--- config.mk ---
export PLATFORM = sky130hd
export DESIGN_NAME = regfile_wb_scheduler
export DESIGN_NICKNAME = d
export VERILOG_FILES = /design/src/rtl/regfile_wb_scheduler.sv
export SDC_FILE = /design/constraint.sdc
export NUM_CORES = 1
export LEC_CHECK = 0
export BUFFER_PORTS_ARGS = -buffer_cell sky130_fd_sc_hd__buf_2
export CORE_ASPECT_RATIO = 1.4
export CORE_MARGIN = 3
export CORE_UTILIZATION = 35
export CTS_CLUSTER_SIZE = 24
export DETAILED_ROUTE_END_ITERATION = 10
export SLEW_MARGIN = 30
export SYNTH_ARGS = -nofsm -noshare
export SYNTH_HDL_FRONTEND = slang
export SYNTH_SLANG_ARGS = --single-unit
--- constraint.sdc ---
create_clock -name clk -period 8.5 [get_ports clk]
set_clock_uncertainty 0.15 [all_clocks]
set_input_delay 0 -clock clk [delete_from_list [all_inputs] [get_ports clk]]
set_output_delay 0 -clock clk [all_outputs]
set_load 0.02 [all_outputs]
--- src/rtl/regfile_wb_scheduler.sv ---
// regfile_wb_scheduler
// Writeback scheduler and RAW scoreboard for the 32-entry RegisterFile.
// Several writeback sources share the single RegisterFile write port through
// a round-robin valid/ready arbiter. The winning request is registered into an
// output stage that drives RegWrite/Rd/WriteData. A pending-register scoreboard
// is set at issue time and cleared when the write lands, so decode can stall.
//
// Ports
//   clk        rising-edge clock
//   rst        asynchronous active-low reset
//   req_valid  per-requester writeback valid
//   req_rd     per-requester destination, requester i at [i*ADDR_WIDTH +: ADDR_WIDTH]
//   req_data   per-requester data, requester i at [i*WIDTH +: WIDTH]
//   req_ready  one-hot grant, a transfer happens on valid & ready
//   rsv_valid  issue stage wants to reserve rsv_rd
//   rsv_rd     register to reserve
//   rsv_ready  reservation can be accepted this cycle
//   chk_rs1    source register 1 to check for a pending write
//   chk_rs2    source register 2 to check for a pending write
//   rs1_busy   chk_rs1 has a pending write
//   rs2_busy   chk_rs2 has a pending write
//   RegWrite   RegisterFile write enable
//   Rd         RegisterFile write address
//   WriteData  RegisterFile write data
module regfile_wb_scheduler #(
    parameter int WIDTH      = 32,
    parameter int ADDR_WIDTH = 5,
    parameter int NREQ       = 3
) (
    input  logic                       clk,
    input  logic                       rst,
    input  logic [NREQ-1:0]            req_valid,
    input  logic [NREQ*ADDR_WIDTH-1:0] req_rd,
    input  logic [NREQ*WIDTH-1:0]      req_data,
    output logic [NREQ-1:0]            req_ready,
    input  logic                       rsv_valid,
    input  logic [ADDR_WIDTH-1:0]      rsv_rd,
    output logic                       rsv_ready,
    input  logic [ADDR_WIDTH-1:0]      chk_rs1,
    input  logic [ADDR_WIDTH-1:0]      chk_rs2,
    output logic                       rs1_busy,
    output logic                       rs2_busy,
    output logic                       RegWrite,
    output logic [ADDR_WIDTH-1:0]      Rd,
    output logic [WIDTH-1:0]           WriteData
);

    localparam int PTR_W = (NREQ > 1) ? $clog2(NREQ) : 1;
    localparam int NREGS = 2 ** ADDR_WIDTH;

    logic [PTR_W-1:0]      rr_ptr;
    logic [PTR_W-1:0]      grant_idx;
    logic [PTR_W-1:0]      next_ptr;
    logic                  grant_found;
    logic                  transfer;
    logic [ADDR_WIDTH-1:0] sel_rd;
    logic [WIDTH-1:0]      sel_data;
    logic [NREGS-1:0]      pending;
    logic [NREGS-1:0]      pending_next;
    logic                  rsv_fire;

    // Round-robin search: the first valid requester found when walking
    // cyclically from rr_ptr wins. rr_ptr always stays below NREQ, so the
    // modulo keeps every probe inside the requester range.
    always_comb begin
        grant_found = 1'b0;
        grant_idx   = '0;
        for (int k = 0; k < NREQ; k++) begin
            if (!grant_found && req_valid[(int'(rr_ptr) + k) % NREQ]) begin
                grant_found = 1'b1;
                grant_idx   = PTR_W'((int'(rr_ptr) + k) % NREQ);
            end
        end
    end

    // Grants are suppressed while reset is held so no transfer can be
    // observed by a requester during reset.
    assign transfer = rst & grant_found;

    always_comb begin
        for (int j = 0; j < NREQ; j++) begin
            req_ready[j] = transfer && (grant_idx == PTR_W'(j));
        end
    end

    assign sel_rd   = req_rd[int'(grant_idx)*ADDR_WIDTH +: ADDR_WIDTH];
    assign sel_data = req_data[int'(grant_idx)*WIDTH +: WIDTH];
    assign next_ptr = (grant_idx == PTR_W'(NREQ - 1)) ? '0 : grant_idx + 1'b1;

    // Output stage and arbiter pointer. A granted x0 request is consumed but
    // never raises RegWrite. Without a transfer the address/data hold their
    // last value and only the write enable drops.
    always_ff @(posedge clk or negedge rst) begin
        if (!rst) begin
            rr_ptr    <= '0;
            RegWrite  <= 1'b0;
            Rd        <= '0;
            WriteData <= '0;
        end else if (transfer) begin
            rr_ptr    <= next_ptr;
            RegWrite  <= (sel_rd != '0);
            Rd        <= sel_rd;
            WriteData <= sel_data;
        end else begin
            RegWrite  <= 1'b0;
        end
    end

    // A register that is already pending cannot be reserved again; x0 can
    // always be "reserved" because it never becomes pending.
    assign rsv_ready = rst & ((rsv_rd == '0) | ~pending[rsv_rd]);
    assign rsv_fire  = rsv_valid & rsv_ready & (rsv_rd != '0);

    // Clear on the edge the RegisterFile takes the write, then apply a new
    // reservation so that a set and a clear of the same register leave it
    // pending. Bit 0 is forced low so x0 never reports busy.
    always_comb begin
        pending_next = pending;
        if (RegWrite) begin
            pending_next[Rd] = 1'b0;
        end
        if (rsv_fire) begin
            pending_next[rsv_rd] = 1'b1;
        end
        pending_next[0] = 1'b0;
    end

    // Scoreboard state register.
    always_ff @(posedge clk or negedge rst) begin
        if (!rst) begin
            pending <= '0;
        end else begin
            pending <= pending_next;
        end
    end

    // No bypass from the output stage: a source stays busy until the write
    // edge has actually passed.
    assign rs1_busy = pending[chk_rs1];
    assign rs2_busy = pending[chk_rs2];

endmodule

**Word level (Yosys, flattened, before mapping)**

Cells that the tools add are included.

- Register bits: 71
- Output and inout bits: 44
- Input bits: 132

- Shift-type cells: 2
- Equality and inequality tests: 2
- Reductions and logical operators: 13
- $add $sub $neg: 3
- $lt $le $gt $ge: 9
- Multipliers: 1
- Muxes and demuxes: 29
- Divide/modulo/power cells: 3
- Bitwise logic cells: 9

Operators by type and width:

| kind | number |
|---|---|
| $lt 32x4->1 const B | 3 |
| $shiftx 96x8->32 | 1 |
| $mod 32x3->32 const B | 2 |
| $mux 32 | 2 |
| $and 32x32->32 | 1 |
| $mod 3x3->32 const B | 1 |
| $not 32->32 | 1 |
| $or 32x32->32 | 1 |
| $lt 5x6->1 const B | 4 |
| $bmux 1 s5 | 3 |
| $mux 1 | 15 |
| $shiftx 15x6->5 | 1 |
| $demux 1 s5 | 2 |
| $ge 5x1->1 const B | 2 |
| $reduce_bool 5->1 | 2 |
| $mux 2 | 4 |
| $logic_and 1x1->1 | 7 |
| $bmux 1 s2 | 3 |
| $logic_not 5->1 | 1 |
| $mul 2x3->5 const B | 1 |
| $and 1x1->1 | 4 |
| $add 2x1->3 const B | 1 |
| $add 2x2->3 const B | 1 |
| $add 2x1->2 const B | 1 |
| other kinds (6) | 7 |

**Longest topological paths before layout**

Gate-level depths: netlist (run 1).

- Depth in word-level cells: 15
- Mapped depth: 12
- Mapped depth without buffers: 9

**Worst setup path after synthesis (run 1)**

No wires, ideal clock.

- Path kind: register to output
- Start: register rr_ptr[0]
- End: output req_ready[2]
- Arrival: 2661 ps
- Required time: 8350 ps
- Slack: 5689 ps
- Stages on the path, launching flop included: 11
- Cells stage by stage: dfrtp_1 inv_1 ha_1 buf_2 mux2i_1 a2bb2oi_1 o221ai_1 or2_2 buf_2 clkbuf_1 nor3_1

- Cells in the longest elaborated chain, start to end: 13
- Elaborated cells on any way between the ends: 27
- Classes of those cells: add/sub: 2; div: 3; eq/ne: 1; mux: 15; bitwise: 1; reduce/logical: 5

Ends and longest elaborated chain:

| item | RTL line | source |
|---|---|---|
| start, declared | 51 | `logic [PTR_W-1:0] rr_ptr;` |
| start signal, assigned | 100 | `rr_ptr <= next_ptr;` |
| parallel branches: the longest is 12 deep, another holds $mod 32x3->32 | - |  |
| $logic_and 1x1->1 (*) | 82 | `req_ready[j] = transfer && (grant_idx == PTR_W'(j));` |
| end, declared | 35 | `output logic [NREQ-1:0] req_ready,` |

Mark *: on every way between the ends. The select of a mux whose other input is x is not followed.

**Worst setup path after layout (run 1)**

- Start: register rr_ptr[0]
- End: register WriteData[3]

- Cells in the longest elaborated chain, start to end: 12
- Elaborated cells on any way between the ends: 26
- Classes of those cells: add/sub: 2; div: 3; shift: 1; mux: 15; bitwise: 1; reduce/logical: 4

Ends and longest elaborated chain:

| item | RTL line | source |
|---|---|---|
| parallel branches: the longest is 12 deep, another holds $mod 32x3->32 | - |  |
| end signal, assigned | 103 | `WriteData <= sel_data;` |
| end, declared | 45 | `output logic [WIDTH-1:0] WriteData` |

Several ways; the timed one is not identified. The select of a mux whose other input is x is not followed.
A chain may end at the register's enable or synchronous reset.

==> impl_metrics.env, run 1 <==
export IMPL_powerDensity_mw_per_mm2=360
export IMPL_io_pins=176
export IMPL_grt_total_usage_pct=20.7
export IMPL_criticalPathCategory="flip-flop to flip-flop"
export IMPL_grt_start_max_net_pins=74
export IMPL_synthesis_area_mm2=0.00480
export IMPL_via_per_inst=5.53
export IMPL_drc=0
export IMPL_cts_sinks=71
export IMPL_r2r_start="rr_ptr[0]"
export IMPL_required_ns=8.62
export IMPL_status="finished, final reports clean"
export IMPL_wl_per_cell_um=18.1
export IMPL_detail_route_antenna_nets=0
export IMPL_dp_cells=800
export IMPL_htreeDepth=3
export IMPL_path_max_fanout=66
export IMPL_clock_root_buffer="clkbuf_16"
export IMPL_gp_congestion=0.933
export IMPL_seq_area_frac_synth_pct=37.0
export IMPL_timing_rr_end="WriteData[3]"
export IMPL_worst_skew_pair_late_latency_ns=0.33
export IMPL_reg2regPathDepth=11
export IMPL_fp_row_count=50
export IMPL_setup_violations=0
export IMPL_dp_hpwl_um=11700
export IMPL_hp_class="input port to flip-flop"
export IMPL_slew_headroom_pct=49.0
export IMPL_instances_no_fill=863
export IMPL_synth_nets=613
export IMPL_ys_async_sr_fraction_pct=100
export IMPL_min_period_ns=3.91
export IMPL_diodes=0
export IMPL_cts_made_buffers=9
export IMPL_clkTransAtPathRegs_ns=0.06
export IMPL_rsz0062_at_grt="no"
export IMPL_crit_start="rr_ptr[0]"
export IMPL_cts_repair_resized=0
export IMPL_cap_violations=0
export IMPL_holdPathStages=4
export IMPL_layout_common_cells="buf_2, dfrtp_1, o21ai_0"
export IMPL_die_y_um=145
export IMPL_synth_seq_cells=71
export IMPL_grt_antenna_before_repair=1
export IMPL_firstDrtPassIters=5
export IMPL_worstPathArrival_ns=4.03
export IMPL_die_w_um=105
export IMPL_grt_overflow=0
export IMPL_drt_iter0_drc=270
export IMPL_cts_tree="yes"
export IMPL_p_leak_nw=3.02
export IMPL_synth_distinct_cells=47
export IMPL_start_util_pct=35.9
export IMPL_dpl_worst_slack_ns=4.88
export IMPL_ff2ff_setup_slack_ns=4.59
export IMPL_vdd_ir_drop_max_mv=0.151
export IMPL_worst_pin_slew_ns=0.751
export IMPL_yosysWarnings=0
export IMPL_core_area_mm2=0.0134
export IMPL_endpoint_kind="flip-flop"
export IMPL_tns_ns=0
export IMPL_port_buffers=175
export IMPL_grt_pass1_wl_um=24800
export IMPL_synth_cells=477
export IMPL_ctsLongestPathBuffers=2
export IMPL_die_area_mm2=0.0152
export IMPL_drive_gt1_share_pct=33.8
export IMPL_syn_to_final_growth_pct=36.2
export IMPL_num_fill_cells=1290
export IMPL_synth_edf_count=0
export IMPL_final_max_slew_viol_count=0
export IMPL_synth_area_per_cell_um2=10.1
export IMPL_hold_violations=0
export IMPL_layout_commonest_cell="buf_2"
export IMPL_drt_wl_total_um=15700
export IMPL_ys_flop_type="dfrtp_1"
export IMPL_num_vias=4776
export IMPL_nets=813
export IMPL_fmax_mhz=255
export IMPL_layout_setup_ws_ns=4.59
export IMPL_cp_start_kind="flip-flop"
export IMPL_grt_pass1_vias=4828
export IMPL_crit_path_end="WriteData[3]"
export IMPL_min_period_over_period_pct=46.1
-- sequential cells by signal (all words and copies together), names as in the netlist --
signal,cells
pending,31
WriteData,32
RegWrite,1
Rd,5
rr_ptr,2
-- stage by stage --
stage	area [um^2]	total power (W)	util (%)	hold WS, ns
3_5_place_dp	5770	0.00196	43.1	0.160
3_3_place_gp	5770	0.00192	43.1	0.142
2_1_floorplan	4800	0.00160	-	-0.446
4_1_cts	6540	0.00238	48.8	0.000284
5_1_grt	6540	0.00253	48.9	0.0199
6_report	6540	0.00235	48.9	0.000866
-- how the worst min path moves through the flow --
stage                   end   startpoint  slack (ns)
2_1_floorplan         Rd[0]          rst       -0.45
3_3_place_gp     pending[1]          rst        0.14
3_5_place_dp     pending[1]          rst        0.16
4_1_cts        WriteData[0]  req_data[0]      0.0003
5_1_grt        WriteData[5]  req_data[5]        0.02
6_report              Rd[3]   req_rd[13]      0.0009
-- cells in the mapped netlist (all sizes together), types with 7 or more instances --
library cell | count | area share (%)
mux4 | 25 | 12
dfrtp | 71 | 37
nor2 | 40 | 3.1
mux2 | 8 | 1.9
a21o | 33 | 5.2
o21ai | 69 | 7.2
nand3b | 7 | 1.1
mux2i | 39 | 8.1
nand2 | 24 | 1.9
buf | 15 | 2.2
a211oi | 34 | 5.6
nand3 | 13 | 1.4
clkbuf | 23 | 2.0
-- critical path: stages, from the launching register on --
cell and delay (ns):
dfrtp_1 0.39, inv_1 0.08, ha_1 0.48, mux2i_1 0.37, o2bb2ai_1 0.19, nor3_1 0.37
or2_2 0.28, buf_4 0.54, nor2_1 0.10, a211oi_1 0.23, dlygate4sd3_1 0.58, a21o_1 0.08
-- routing by layer --
metal	GRT usage [%]	share of wire [%]	vias to the layer above
met5	0	0.13	-
li1	-	-	2219
met1	23.2	37	2250
met4	10.0	3.9	2
met3	4.96	7.9	44
met2	37.1	51	261
-- power breakdown --
group | leakage, nW | total, W | switching (W) | internal, W
combinational | 2.07 | 0.00132 | 0.000740 | 0.000584
clock | 0.133 | 0.000361 | 0.000137 | 0.000224
sequential | 0.826 | 0.000668 | 0.000160 | 0.000508
total | 3.02 | 0.00235 | 0.00104 | 0.00132
-- repair_timing --
item / CTS / global route
endpoints found under the hold margin: 127 / 0
setup buffers: 0 / 0
hold buffers: 48 / 0
-- layout make-up --
cell class	instances	area, um^2	share of cell area (%)
Multi-Input combinational cell	362	2840	43.3
Clock buffer	9	225	3.44
Tap cell	182	228	3.48
Inverter	6	22.5	0.344
Sequential cell	71	1780	27.2
Clock inverter	6	62.6	0.956
Timing Repair Buffer	227	1390	21.3
-- kinds of logic (layout without fill, tap and decap cells) --
logic type                 after synthesis  after routing  share of synthesized area [%]
DFF                                     71             71                           37.0
and+or+nand+nor                        115            115                           11.7
AOI/OAI and AO/OA                      171            171                           23.4
adders and majority gates                4              4                           1.04
buffers and inverters                   44            248                           4.66
muxes                                   72             72                           22.3
No activity file was read; power rests on OpenSTA's default activity.
==> run 2: changes to the inputs <==
--- a/config.mk
+++ b/config.mk
@@ -5,6 +5,7 @@
 export SDC_FILE = /design/constraint.sdc
 export NUM_CORES = 1
 export LEC_CHECK = 0
+export ABC_AREA = 1
 export BUFFER_PORTS_ARGS = -buffer_cell sky130_fd_sc_hd__buf_2
 export CORE_ASPECT_RATIO = 1.4
 export CORE_MARGIN = 3
==> constraint.sdc (replaced) <==
create_clock -name clk -period 4 [get_ports clk]
set_clock_uncertainty 0.15 [all_clocks]
set_input_delay 0 -clock clk [delete_from_list [all_inputs] [get_ports clk]]
set_output_delay 0 -clock clk [all_outputs]
set_load 0.02 [all_outputs]
==> impl_metrics.env, run 2 <==
export IMPL_cts_tree="yes"
export IMPL_seq_area_frac_synth_pct=38.2
export IMPL_min_period_ns=3.78
export IMPL_detail_route_antenna_nets=0
export IMPL_p_leak_nw=3.12
export IMPL_ctsLongestPathBuffers=2
export IMPL_dpl_cell_area_mm2=0.00562
export IMPL_final_max_slew_viol_count=0
export IMPL_grt_pass1_vias=5936
export IMPL_clock_root_buffer="clkbuf_16"
export IMPL_status="finished, final reports clean"
export IMPL_clkTransAtPathRegs_ns=0.06
export IMPL_syn_to_final_growth_pct=47.6
export IMPL_criticalPathCategory="flip-flop to flip-flop"
export IMPL_vdd_ir_drop_max_mv=0.760
export IMPL_synth_top_family_by_area="simple AND/OR/NAND/NOR gates"
export IMPL_worstPathArrival_ns=3.86
export IMPL_synth_edf_count=0
export IMPL_drive_gt1_share_pct=24.1
export IMPL_fmax_mhz=265
export IMPL_synthesis_area_mm2=0.00466
export IMPL_yosysWarnings=0
export IMPL_ys_flop_type="dfrtp_1"
export IMPL_via_per_inst=5.45
export IMPL_wl_per_cell_um=17.0
export IMPL_fp_row_count=49
export IMPL_slew_headroom_pct=48.9
export IMPL_synth_largest_area_cell="dfrtp_1"
export IMPL_synthAdderAreaFrac_pct=1.07
export IMPL_synth_nets=790
export IMPL_die_w_um=103
export IMPL_synth_most_common_cell="nand2_1"
export IMPL_grt_pass1_wl_um=28200
export IMPL_io_pins=176
export IMPL_layout_commonest_cell="buf_2"
export IMPL_fin_util_pct=53.1
export IMPL_cts_sinks=71
export IMPL_gp_congestion=1.00
export IMPL_firstDrtPassIters=6
export IMPL_crit_family="buffers and inverters"
export IMPL_cp_start_kind="flip-flop"
export IMPL_grt_start_max_net_pins=72
export IMPL_path_cells="inv_1 -> ha_2 -> inv_2 -> nand2_1 -> nand3_1 -> nand2_2 -> nand3_1 -> nand3_1 -> nand2_4 -> nand2_1 -> bufinv_16 -> nand2_1 -> nand2_1 -> dlygate4sd3_1 -> nor2_1 -> dlygate4sd3_1 -> nand3_1 -> nand2_1 -> inv_1"
export IMPL_largest_reg_flops=32
export IMPL_dp_hpwl_um=12900
export IMPL_layout_common_cells="buf_2, nand2_1, nor2_1"
export IMPL_synth_seq_cells=71
export IMPL_core_area_mm2=0.0129
export IMPL_die_y_um=142
export IMPL_endpoint_kind="flip-flop"
export IMPL_cap_violations=0
export IMPL_min_period_over_period_pct=94.5
export IMPL_reg_top3="WriteData (32), pending (31), Rd (5)"
export IMPL_cts_setup_buffers=0
export IMPL_start_util_pct=36.0
export IMPL_num_fill_cells=1222
export IMPL_drc=0
export IMPL_port_buffers=175
export IMPL_num_vias=5924
export IMPL_worst_skew_pair_late_latency_ns=0.33
export IMPL_synth_top_area_share_pct=38.2
export IMPL_powerDensity_mw_per_mm2=862
export IMPL_yosys_area_share_simple_pct=29.2
export IMPL_synth_xor_xnor_area_share_pct=0
export IMPL_synth_area_top_cells="dfrtp_1, nand2_1, nor2_1, o21ai_0, a22oi_1"
export IMPL_cpPeakStageDelay_ns=0.60
export IMPL_drt_wl_total_um=18400
export IMPL_nets=1039
export IMPL_path_max_fanout=33
export IMPL_setup_violations=0
export IMPL_grt_antenna_before_repair=0
export IMPL_drt_iter0_drc=303
export IMPL_regMostFlops="WriteData"
export IMPL_synth_compound_area_share_pct=23.9
export IMPL_multi_input_area_mm2=0.00255
export IMPL_cpMaxStageDelayCell="dlygate4sd3_1"
export IMPL_ff_latch_area_mm2=0.00178
export IMPL_htreeDepth=3
export IMPL_final_area_mm2=0.00687
export IMPL_cts_made_buffers=9
export IMPL_synth_distinct_cells=30
export IMPL_ys_async_sr_fraction_pct=100
export IMPL_hp_class="input port to flip-flop"
export IMPL_grt_total_usage_pct=24.4
export IMPL_hold_violations=0
export IMPL_yosys_top_cells_count="nand2_1, nor2_1, dfrtp_1, o21ai_0"
export IMPL_grt_overflow=0
export IMPL_synth_mux_area_share_pct=0
export IMPL_required_ns=4.08
export IMPL_cp_common_cell="nand2_1"
export IMPL_cp_num_buf_inv=6
export IMPL_worst_pin_slew_ns=0.764
export IMPL_die_area_mm2=0.0147
export IMPL_synth_cells=654
export IMPL_synth_area_per_cell_um2=7.12
==> run 2: timing repair <==
item / 4_1_cts / 5_1_grt
resized for setup: 0 / 8
hold buffers: 88 / 0
hold endpoints to repair: 110 / 0
setup endpoints to repair: 0 / 11
==> run 2: layout make-up <==
class / instances / area share [%]
clock inverters: 3 / 0.582
multi-input cells: 504 / 37.2
clock buffers: 13 / 3.93
flip-flops and latches: 71 / 25.8
inverters: 50 / 3.15
repair buffers: 267 / 26.0
diodes: 1 / 0.0364
well taps: 178 / 3.24
==> run 2: cells by family after synthesis <==
family,Yosys count
AO/OA/AOI/OAI,186
AND/OR/NAND/NOR,313
buffers and inverters,80
flip-flops,71
adder cells (fa/ha/maj),4
==> run 2: path summary, 6_finish.rpt <==
kind / startpoint / end / slack [ns] / depth (start not counted)
setup / recovery: rr_ptr[1] / RegWrite / 0.22 / 19
setup reg to reg: rr_ptr[1] / RegWrite / 0.22 / 19
max in group asynchronous: rst / pending[13] / 3.00 / 3
min in group asynchronous: rst / pending[21] / 0.24 / 3
hold / removal: req_rd[1] / RegWrite / 0.03 / 7
hold reg to reg: WriteData[7] / WriteData[7] / 0.38 / 2
==> run 2: routing by layer <==
layer / wire length, um / global-route usage (%)
met1: 6890 / 28.0
met2: 9380 / 41.4
met3: 1450 / 5.25
met4: 714 / 13.0
met5: 0 / 0
==> run 2: worst register-to-register path, delay by kind of cell (launching register included) <==
family | cells | cell delay, ns
adder cells (fa/ha/maj) | 1 | 0.25
buffers and inverters | 6 | 1.60
flip-flops | 1 | 0.42
AND/OR/NAND/NOR | 12 | 1.25
==> run 2: report_power, final <==
| part | internal, W | switching, W |
|---|---|---|
| clock network | 0.000532 | 0.000296 |
| logic | 0.00159 | 0.00206 |
| registers | 0.00109 | 0.000352 |
==> run 2: through the flow <==
| step | worst slack, ns | hold WS [ns] | total power, W | cells | TNS, ns |
|---|---|---|---|---|---|
| after global routing | -0.0115 | 0.0834 | 0.00635 | 1086 | -0.0115 |
| after floorplan | 1.83 | -0.446 | 0.00345 | 654 | 0 |
| after global placement | 0.919 | 0.114 | 0.00416 | 981 | 0 |
| after CTS | 0.181 | 0.00767 | 0.00569 | 1085 | 0 |
| final | 0.221 | 0.0301 | 0.00592 | 1087 | 0 |
| after detailed placement | 0.817 | 0.122 | 0.00423 | 981 | 0 |
